[src/rtl/dibit_pkg.sv]
// rtl/dibit_pkg.sv - shared types and constants for the dibit serializer
//
// Purpose : state encoding and lane geometry used by dibit_serializer.
// Contents: DIBITS_PER_WORD (lanes per byte), DIBIT_W (lane width),
//           state_t (IDLE = shifter empty, SHIFT = shifter holds a word).
package dibit_pkg;

    localparam int DIBITS_PER_WORD = 4;
    localparam int DIBIT_W         = 2;

    typedef enum logic [0:0] {
        IDLE  = 1'b0,
        SHIFT = 1'b1
    } state_t;

endpackage

[src/rtl/dibit_serializer.sv]
// rtl/dibit_serializer.sv - byte to 2-bit lane serializer with one-word holding buffer
//
// Purpose : accepts bytes on a valid/ready input, optionally nibble-swapped,
//           and emits them as four 2-bit lanes on a valid/ready output.
//           A shift register holds the active word; a single holding
//           buffer lets the next word queue up so words stream back to
//           back without a bubble.
// Params  : MSB_FIRST - 0: lane 0 is word[1:0]; 1: lane 0 is word[7:6].
// Ports   : clk, rst_n (async, active-low)
//           in_valid/in_ready/in_data/in_swap - input word handshake
//           in_flush   - synchronous discard of shifter and buffer
//           out_valid/out_ready/out_dibit      - output lane handshake
//           out_first/out_last - current lane is index 0 / index 3
//           words_sent - count of fully transmitted words (wraps)
module dibit_serializer
    import dibit_pkg::*;
#(
    parameter bit MSB_FIRST = 1'b0
) (
    input  logic               clk,
    input  logic               rst_n,
    input  logic               in_valid,
    output logic               in_ready,
    input  logic [7:0]         in_data,
    input  logic               in_swap,
    input  logic               in_flush,
    output logic               out_valid,
    input  logic               out_ready,
    output logic [DIBIT_W-1:0] out_dibit,
    output logic               out_first,
    output logic               out_last,
    output logic [7:0]         words_sent
);

    localparam logic [1:0] LAST_IDX = 2'(DIBITS_PER_WORD - 1);

    state_t     state_q, state_d;
    logic [7:0] shreg_q, shreg_d;
    logic [7:0] buf_q, buf_d;
    logic       buf_full_q, buf_full_d;
    logic [1:0] idx_q, idx_d;
    logic       in_ready_q;
    logic [7:0] words_q, words_d;

    logic       accept;
    logic       xfer;
    logic       last_xfer;
    logic [7:0] in_word;
    logic [7:0] shifted;

    assign out_valid = (state_q == SHIFT);
    assign accept    = in_valid && in_ready_q;
    assign xfer      = out_valid && out_ready;
    assign last_xfer = xfer && (idx_q == LAST_IDX);
    assign in_word   = in_swap ? {in_data[3:0], in_data[7:4]} : in_data;

    // The outgoing lane always sits at one end of the shifter, so each
    // transfer moves the next lane into that position.
    assign shifted = MSB_FIRST ? {shreg_q[7-DIBIT_W:0], {DIBIT_W{1'b0}}}
                               : {{DIBIT_W{1'b0}}, shreg_q[7:DIBIT_W]};

    always_comb begin
        state_d    = state_q;
        shreg_d    = shreg_q;
        buf_d      = buf_q;
        buf_full_d = buf_full_q;
        idx_d      = idx_q;
        words_d    = words_q;
        if (in_flush) begin
            state_d    = IDLE;
            shreg_d    = '0;
            buf_full_d = 1'b0;
            idx_d      = '0;
        end else if (state_q == IDLE) begin
            if (accept) begin
                state_d = SHIFT;
                shreg_d = in_word;
                idx_d   = '0;
            end
        end else if (last_xfer) begin
            idx_d   = '0;
            words_d = words_q + 8'd1;
            // in_ready is low whenever the buffer is full, so a same-cycle
            // accept can only coincide with an empty buffer.
            if (buf_full_q) begin
                shreg_d    = buf_q;
                buf_full_d = 1'b0;
            end else if (accept) begin
                shreg_d = in_word;
            end else begin
                state_d = IDLE;
                shreg_d = '0;
            end
        end else begin
            if (xfer) begin
                idx_d   = idx_q + 2'd1;
                shreg_d = shifted;
            end
            if (accept) begin
                buf_d      = in_word;
                buf_full_d = 1'b1;
            end
        end
    end

    always_ff @(posedge clk or negedge rst_n) begin
        if (!rst_n) begin
            state_q    <= IDLE;
            shreg_q    <= '0;
            buf_q      <= '0;
            buf_full_q <= 1'b0;
            idx_q      <= '0;
            in_ready_q <= 1'b0;
            words_q    <= '0;
        end else begin
            state_q    <= state_d;
            shreg_q    <= shreg_d;
            buf_q      <= buf_d;
            buf_full_q <= buf_full_d;
            idx_q      <= idx_d;
            // Registered copy of the next buffer state keeps in_ready free
            // of any combinational path from in_valid or out_ready.
            in_ready_q <= !buf_full_d;
            words_q    <= words_d;
        end
    end

    assign in_ready   = in_ready_q;
    assign out_dibit  = out_valid ? (MSB_FIRST ? shreg_q[7:8-DIBIT_W] : shreg_q[DIBIT_W-1:0])
                                  : '0;
    assign out_first  = out_valid && (idx_q == 2'd0);
    assign out_last   = out_valid && (idx_q == LAST_IDX);
    assign words_sent = words_q;

endmodule

[config.mk]
export PLATFORM = sky130hd
export DESIGN_NAME = dibit_serializer
export DESIGN_NICKNAME = d
export VERILOG_FILES = /design/src/rtl/dibit_pkg.sv /design/src/rtl/dibit_serializer.sv
export SDC_FILE = /design/constraint.sdc
export NUM_CORES = 1
export LEC_CHECK = 0
export ABC_CLOCK_PERIOD_IN_PS = 4200
export CAP_MARGIN = 5
export CORE_AREA = 2 2 56 58
export DETAILED_ROUTE_END_ITERATION = 6
export DIE_AREA = 0 0 58 60
export DONT_BUFFER_PORTS = 1
export PLACE_DENSITY = 0.79
export SYNTH_ARGS = -nofsm -noshare
export SYNTH_HDL_FRONTEND = slang
export SYNTH_SLANG_ARGS = --single-unit
[constraint.sdc]
create_clock -name clk -period 4.2 [get_ports clk]
set_input_delay 0.63 -clock clk [delete_from_list [all_inputs] [get_ports clk]]
set_output_delay 0.63 -clock clk [all_outputs]
set_load 0.03 [all_outputs]
==> results of run 1 <==
[metrics by stage]
stage / hold WS (ns) / std cells / setup slack (ns) / power, uW / instance area, um^2
after floorplan: 0.334 / 149 / 2.42 / 409 / 1490
after global placement: 0.335 / 174 / 2.33 / 420 / 1490
after detailed placement: 0.335 / 174 / 2.23 / 426 / 1490
after CTS: 0.104 / 183 / 1.99 / 591 / 1560
after global routing: 0.105 / 183 / 1.94 / 618 / 1560
final: 0.118 / 183 / 1.99 / 582 / 1560
[layout make-up]
type | count | area, um^2
fillers | 250 | 1350
flip-flops and latches | 29 | 726
multi-input cells | 109 | 708
clock buffers | 8 | 48.8
well taps | 33 | 41.3
repair buffers | 1 | 20.0
inverters | 3 | 11.3
[power by group]
group	total, uW	switching [uW]	internal, uW
clock	154	87.7	66.5
sequential	345	30.1	315
combinational	82.8	49.2	33.5
[how the worst min path moves through the flow]
stage	from	to	slack, ns	depth (start not counted)
after floorplan	rst_n	buf_full_q	0.33	0
after global placement	rst_n	words_sent[1]	0.34	0
after detailed placement	rst_n	words_sent[1]	0.33	0
after CTS	rst_n	idx_q[1]	0.10	1
after global routing	rst_n	words_sent[2]	0.10	1
final	rst_n	idx_q[1]	0.12	1
[metal layers]
metal,share of wire,global-route usage
met5,0,0
met2,0.50,0.307
met3,0.082,0.0801
met1,0.40,0.221
met4,0.010,0.116
[cell families (layout without fill, tap and decap cells)]
family / after synthesis / in the layout
AO/OA/AOI/OAI: 36 / 36
XOR/XNOR: 7 / 7
adder cells (fa/ha/maj): 3 / 3
buffers and inverters: 11 / 12
flip-flops: 29 / 29
multiplexers: 9 / 9
AND/OR/NAND/NOR: 54 / 54
[repair_timing]
action,CTS,global route
endpoints found under the hold margin,29,0
hold buffers,1,0
setup buffers,0,0
[state kept, by name, summed over array words and instances (netlist names)]
register	flops
shreg_q	8
words_sent	8
buf_q	8
buf_full_q	1
in_ready	1
idx_q	2
out_valid	1
[placed cells by master (no fill, tap or decap), types with 2 or more instances in the layout]
cell	netlist	final
o21ai_0	5	5
o21a_1	2	2
a21oi_1	10	10
a31oi_1	6	6
o211ai_1	8	8
clkbuf_1	3	3
ha_1	3	3
a22o_1	2	2
nand3_1	5	5
clkbuf_4	0	5
a21o_1	2	2
mux2i_1	8	8
xnor2_1	5	5
nand2_1	9	9
dfrtp_1	29	29
and3_1	2	2
or3_1	6	6
xor2_1	2	2
and2_1	4	4
nor2_1	16	16
nand4_1	4	4
inv_1	3	3
==> flow_summary.yaml, run 1 <==
timing:
  rsz0062_at_grt: "no"
  fmax_mhz: 453
  tns_ns: 0
  clock_skew_ns: 0.00624
  worst_pin_slew_ns: 0.859
  setup_viol: 0
  slew_violations: 0
  hold_viol_final: 0
  period_share: 0.525
  period_needed_ns: 2.21
  slew_headroom: 0.423
critical_path:
  reg2reg_depth: 4
  cp.arrival_ns: 1.58
  critPathTopFamily: "flip-flops"
  rrSetupSlack_ns: 2.18
  worstSetupPathType: "reg -> out"
  critPathRequiredTime_ns: 3.57
  cp-endpoint: "out_first"
  r2r_start: "out_valid"
  cp-startpoint: "out_valid"
  cpPeakStageDelay_ns: 0.83
  critPathLaunchType: "flop"
  end_kind: "primary output"
  cp.depth: 1
  critical_path_buf_inv_count: 0
  r2r_end: "buf_q[0]"
  crit_slowest_cell: "dfrtp_1"
  cp_cell_sequence: "and2_1"
  worst-path-max-fanout: 18
layout:
  diodes: 0
  fin_util: 0.536
  final_layout_size_suffix_gt1_frac: 0.0600
  nets: 166
  areaGrowthSynthToFinish_pct: 4.19
logic_synthesis:
  yosysMostFrequentCell: "dfrtp_1"
  ys_types: 34
  synth.top_cells.by_area: "dfrtp_1, mux2i_1, nor2_1"
  ys_seq_area_frac: 0.486
  synthAdderAreaFrac: 0.0251
  syn_avg_cell_area_um2: 10.0
  ys_warn_count: 0
  ys_ff_latch: 29
  synth_top_area_cell: "dfrtp_1"
  synthMuxAreaShare: 0.0612
  synthSimpleGateAreaFrac: 0.196
  ys.flop_type: "dfrtp_1"
  synth_common_cells: "dfrtp_1, nor2_1, a21oi_1"
  synth_top_family_by_area: "simple AND/OR/NAND/NOR gates"
  async_flop_share: 1.00
  syn-cell-area_mm2: 0.00149
  yosys.area.top_type_share: 0.486
  synth-compound-area-share: 0.151
  synth_enable_flop_cells: 0
  synth_cells: 149
  synth_xor_area_frac: 0.0411
  syn-num-nets: 166
clocking:
  htree_levels: 2
  cts_max_path_buffers: 2
  cts_root_buf: "clkbuf_4"
  clock-sinks: 29
  post_cts_resized: 0
  numCtsBuffers: 5
  clk_latency_ns: 0.32
  cts_tree: "yes"
  clk_pin_slew_worst_paths_ns: 0.09
global_route:
  antenna_found_initial: 0
  overflow: 0
  grt_first_pass_wirelength_um: 4840
  grt_usage: 0.194
  grt_pass1_vias: 1082
  grt_max_degree: 30
outcome:
  outcome: "finished clean"
placed_design:
  port_buffers: 0
  place.gp.congestion: 0.859
  dp.final_hpwl_um: 2180
power:
  cellLeakagePower_uw: 0.000679
  ir_drop_uv: 257
  power_density_mw_per_mm2: 374
die:
  die_y_um: 60
  die_area_mm2: 0.00348
  rows: 20
  io_pins: 28
  die_w_um: 58
  core_area_mm2: 0.00290
  initial_utilization: 0.514
routing:
  dr.pass1.iters: 4
  wl_per_cell_um: 16.4
  drc: 0
  drtIter0Drc: 69
  wl_um: 3010
  vias: 1125
  antenna_left: 0
  drt-vias-per-instance: 6.15
worst_hold_path:
  hold_class: "in -> async"
run:
  drv_cap: 0
Note: power is estimated with default switching activity, not from simulation.
==> run 2: changes to the inputs <==
--- a/config.mk
+++ b/config.mk
@@ -5,13 +5,13 @@
 export SDC_FILE = /design/constraint.sdc
 export NUM_CORES = 1
 export LEC_CHECK = 0
-export ABC_CLOCK_PERIOD_IN_PS = 4200
+export ABC_CLOCK_PERIOD_IN_PS = 1900
 export CAP_MARGIN = 5
 export CORE_AREA = 2 2 56 58
 export DETAILED_ROUTE_END_ITERATION = 6
 export DIE_AREA = 0 0 58 60
 export DONT_BUFFER_PORTS = 1
-export PLACE_DENSITY = 0.79
+export PLACE_DENSITY = 0.82
 export SYNTH_ARGS = -nofsm -noshare
 export SYNTH_HDL_FRONTEND = slang
 export SYNTH_SLANG_ARGS = --single-unit
==> constraint.sdc (replaced) <==
create_clock -name clk -period 1.9 [get_ports clk]
set_input_delay 0.285 -clock clk [delete_from_list [all_inputs] [get_ports clk]]
set_output_delay 0.285 -clock clk [all_outputs]
set_load 0.03 [all_outputs]
==> flow_summary.yaml, run 2 (synthesized netlist as in run 1, its figures left out) <==
outcome:
  outcome: "finished clean"
power:
  switching_share: 0.298
  p_int_uw: 920
  p_sw_uw: 391
  cellLeakagePower_uw: 0.000724
  clkPwrFrac: 0.271
  p_seq_frac: 0.575
  power_frac_comb: 0.154
  power_density_mw_per_mm2: 808
  ir_drop_uv: 492
routing:
  vias: 1155
  drc: 0
  wl_per_cell_um: 15.6
  drtIter0Drc: 35
  drt-vias-per-instance: 6.05
  wl_um: 2990
  dr.pass1.iters: 4
  antenna_left: 0
timing:
  rsz0062_at_grt: "no"
  period_needed_ns: 1.63
  period_share: 0.857
  clock_skew_ns: 0.00274
  tns_ns: 0
  worst_pin_slew_ns: 0.867
  fmax_mhz: 614
  hold_viol_final: 0
  hold_slack_ns: 0.130
  slew_headroom: 0.418
  setup_viol: 0
  slew_violations: 0
layout:
  nets: 174
  layout_common_cells: "dfrtp_1, nor2_1, a21oi_1"
  fin_util: 0.559
  areaGrowthSynthToFinish_pct: 8.72
  diodes: 0
  multi_input_area_um2: 708
  fillCellCount: 273
  final_common_cell: "dfrtp_1"
  final_layout_size_suffix_gt1_frac: 0.108
  ff_latch_area_um2: 726
clocking:
  htree_levels: 2
  clock-sinks: 29
  numCtsBuffers: 5
  cts_max_path_buffers: 2
  clk_latency_ns: 0.33
  cts_setup_buffers: 0
  cts_root_buf: "clkbuf_4"
  clk_pin_slew_worst_paths_ns: 0.09
  cts_tree: "yes"
global_route:
  grt_first_pass_wirelength_um: 5040
  use_met3: 0.0714
  met2_usage: 0.344
  busiest_layer: "met2"
  grt_pass1_vias: 1132
  met1_usage: 0.224
  grt_max_degree: 30
  grt_usage: 0.200
  overflow: 0
  antenna_found_initial: 0
die:
  io_pins: 28
  core_area_mm2: 0.00290
  die_y_um: 60
  die_w_um: 58
  rows: 20
  die_area_mm2: 0.00348
  initial_utilization: 0.514
worst_hold_path:
  hold_class: "in -> reg"
critical_path:
  critPathRequiredTime_ns: 1.62
  cp.arrival_ns: 1.34
  worstSetupPathType: "reg -> out"
  end_kind: "primary output"
  worst-path-max-fanout: 6
  critPathLaunchType: "flop"
run:
  drv_cap: 0
placed_design:
  place.gp.congestion: 0.850
  dp.final_hpwl_um: 2180
  port_buffers: 0
==> run 2: cell count changes in the layout (fill, tap and decap cells not counted) <==
cell           before  now
buf_4               0    6
clkbuf_1            3    1
clkinv_2            0    2
dlygate4sd3_1       0    2
==> run 2: critical path: stages, from the launching register on <==
cell	delay [ns]
dfrtp_1	0.38
ha_1	0.27
and2_1	0.35
==> run 2: final timing paths <==
kind                       slack (ns)  cells after the start  startpoint             to
setup / recovery                 0.27                      2    idx_q[0]       out_last
hold / removal                   0.13                      2    in_flush     shreg_q[5]
setup reg to reg                 0.28                      2   out_valid     shreg_q[3]
hold reg to reg                  0.54                      2    buf_q[6]       buf_q[6]
max in group asynchronous        1.36                      2       rst_n     shreg_q[2]
min in group asynchronous        0.38                      2       rst_n  words_sent[3]
==> run 2: cell type report <==
cell class / count / area share
Multi-Input combinational cell: 109 / 0.436
Inverter: 3 / 0.00694
Clock inverter: 2 / 0.00617
Sequential cell: 29 / 0.447
Clock buffer: 6 / 0.0254
Tap cell: 33 / 0.0254
Timing Repair Buffer: 9 / 0.0524
==> run 2: metrics by stage <==
stage / std cells / area [um^2] / worst slack (ns) / power (uW)
after floorplan: 149 / 1490 / 0.348 / 904
after global placement: 180 / 1530 / 0.341 / 937
after detailed placement: 180 / 1530 / 0.321 / 947
after CTS: 191 / 1620 / 0.264 / 1320
after global routing: 191 / 1620 / 0.0693 / 1390
final: 191 / 1620 / 0.273 / 1310
==> run 2: power groups by stage <==
stage / Combinational (uW) / Sequential (uW) / Clock (uW)
floorplan: 154 / 750 / 0
global placement: 175 / 762 / 0
detailed placement: 183 / 764 / 0
CTS: 206 / 754 / 365
global route: 234 / 764 / 396
finish: 202 / 754 / 355
==> run 2: routing by layer <==
layer | wire length, um | share of wire
met1 | 1260 | 0.42
met2 | 1510 | 0.50
met3 | 162 | 0.054
met4 | 56 | 0.019
met5 | 0 | 0
==> run 2: what timing repair did <==
action	in CTS	in global routing
gates resized for setup	0	0
endpoints found under the hold margin	30	0
hold buffers	3	0
==> run 3: changes to the inputs <==
--- a/config.mk
+++ b/config.mk
@@ -7,11 +7,11 @@
 export LEC_CHECK = 0
 export ABC_CLOCK_PERIOD_IN_PS = 1900
 export CAP_MARGIN = 5
-export CORE_AREA = 2 2 56 58
+export CORE_AREA = 2 2 60 62
 export DETAILED_ROUTE_END_ITERATION = 6
-export DIE_AREA = 0 0 58 60
-export DONT_BUFFER_PORTS = 1
-export PLACE_DENSITY = 0.82
+export DIE_AREA = 0 0 62 64
+export PLACE_DENSITY = 0.85
+export SETUP_SLACK_MARGIN = 0.2
 export SYNTH_ARGS = -nofsm -noshare
 export SYNTH_HDL_FRONTEND = slang
 export SYNTH_SLANG_ARGS = --single-unit
==> flow_summary.yaml, run 3 (synthesized netlist as in run 1, its figures left out) <==
outcome:
  outcome: "finished clean"
critical_path:
  cp_cell_sequence: "and2_1, dlygate4sd2_1"
  end_kind: "primary output"
  critPathRequiredTime_ns: 1.62
  critPathLaunchType: "flop"
  cpPeakStageDelay_ns: 0.44
  cp.arrival_ns: 1.29
  critical_path_buf_inv_count: 1
  worstSetupPathType: "reg -> out"
  crit_slowest_cell: "dfrtp_2"
  worst-path-max-fanout: 9
  critPathTopFamily: "flip-flops"
layout:
  final_layout_size_suffix_gt1_frac: 0.139
  fillCellCount: 291
  diodes: 0
  layout_common_cells: "dfrtp_1, nor2_1, clkdlybuf4s50_1"
  final_common_cell: "dfrtp_1"
  ff_latch_area_um2: 727
  fin_util: 0.579
  areaGrowthSynthToFinish_pct: 27.4
  nets: 203
  multi_input_area_um2: 716
routing:
  vias: 1260
  drt-vias-per-instance: 5.41
  wl_um: 3240
  drc: 0
  drtIter0Drc: 76
  dr.pass1.iters: 4
  antenna_left: 0
  wl_per_cell_um: 13.9
global_route:
  grt_max_degree: 30
  grt_first_pass_wirelength_um: 5360
  grt_pass1_vias: 1188
  grt_usage: 0.183
  antenna_found_initial: 0
  overflow: 0
die:
  die_y_um: 64
  die_w_um: 62
  rows: 21
  io_pins: 28
  initial_utilization: 0.454
  die_area_mm2: 0.00397
  core_area_mm2: 0.00328
timing:
  clock_skew_ns: 0.00577
  hold_viol_final: 0
  setup_viol: 0
  hold_slack_ns: 0.328
  fin_ws_ns: 0.321
  rsz0062_at_grt: "no"
  period_share: 0.831
  slew_violations: 0
  slew_headroom: 0.751
  tns_ns: 0
  fmax_mhz: 633
  worst_pin_slew_ns: 0.374
  period_needed_ns: 1.58
clocking:
  clk_pin_slew_worst_paths_ns: 0.09
  cts_tree: "yes"
  clock-sinks: 29
  cts_hold_buf: 0
  cts_root_buf: "clkbuf_4"
  clk_latency_ns: 0.33
  cts_max_path_buffers: 2
  numCtsBuffers: 5
  htree_levels: 2
placed_design:
  dp.final_hpwl_um: 2430
  preCtsSetupSlack_ns: 0.0413
  port_buffers: 27
  place.gp.congestion: 0.832
power:
  ir_drop_uv: 418
  cellLeakagePower_uw: 0.000893
  power_density_mw_per_mm2: 715
worst_hold_path:
  hold_class: "in -> async"
run:
  drv_cap: 0
==> run 3: repair_timing <==
item | 4_1_cts | 5_1_grt
endpoints found under the hold margin | 0 | 0
setup endpoints to repair | 14 | 19
buffers inserted | 0 | 0
gates resized for setup | 15 | 10
==> run 3: metal layers <==
metal,GRT usage,vias to the layer above,part of all wire
li1,-,613,-
met1,0.236,604,0.42
met2,0.285,36,0.51
met3,0.0668,7,0.047
met4,0.0479,0,0.017
met5,0,-,0
==> run 3: final cells by class <==
type                            instances  share of cell area
Inverter                                3             0.00592
Clock inverter                          2             0.00526
Clock buffer                            6              0.0217
Tap cell                               46              0.0303
Sequential cell                        29               0.382
Multi-Input combinational cell        109               0.376
Timing Repair Buffer                   38               0.178
==> run 3: final timing paths <==
kind / from / endpoint / slack (ns) / depth (start not counted)
max reg2reg: idx_q[0] / shreg_q[1] / 0.33 / 5
max: out_valid / out_dibit[1] / 0.32 / 2
min reg2reg: words_sent[5] / words_sent[5] / 0.50 / 1
min: rst_n / words_sent[4] / 0.33 / 2
max in group asynchronous: rst_n / out_valid / 1.28 / 2
min in group clk: words_sent[5] / words_sent[5] / 0.50 / 1
==> run 3: worst register-to-register path, stage by stage, from the launching register on <==
cell and delay (ns):
dfrtp_1 0.39, ha_2 0.24, nand2_1 0.12, o21a_1 0.24, or3_1 0.34, a31oi_1 0.18
==> run 3: metrics by stage <==
step / area (um^2) / power, uW / std cells
2_1_floorplan: 1490 / 904 / 149
3_3_place_gp: 1860 / 1010 / 225
3_5_place_dp: 1860 / 1030 / 225
5_1_grt: 1900 / 1450 / 233
6_report: 1900 / 1360 / 233
4_1_cts: 1900 / 1370 / 233
==> run 3: report_power, final <==
group          leakage (uW)  internal (uW)  total, uW  switching, uW
sequential         0.000363            696        751           54.3
combinational      0.000498            117        256            140
clock             0.0000320            141        352            211
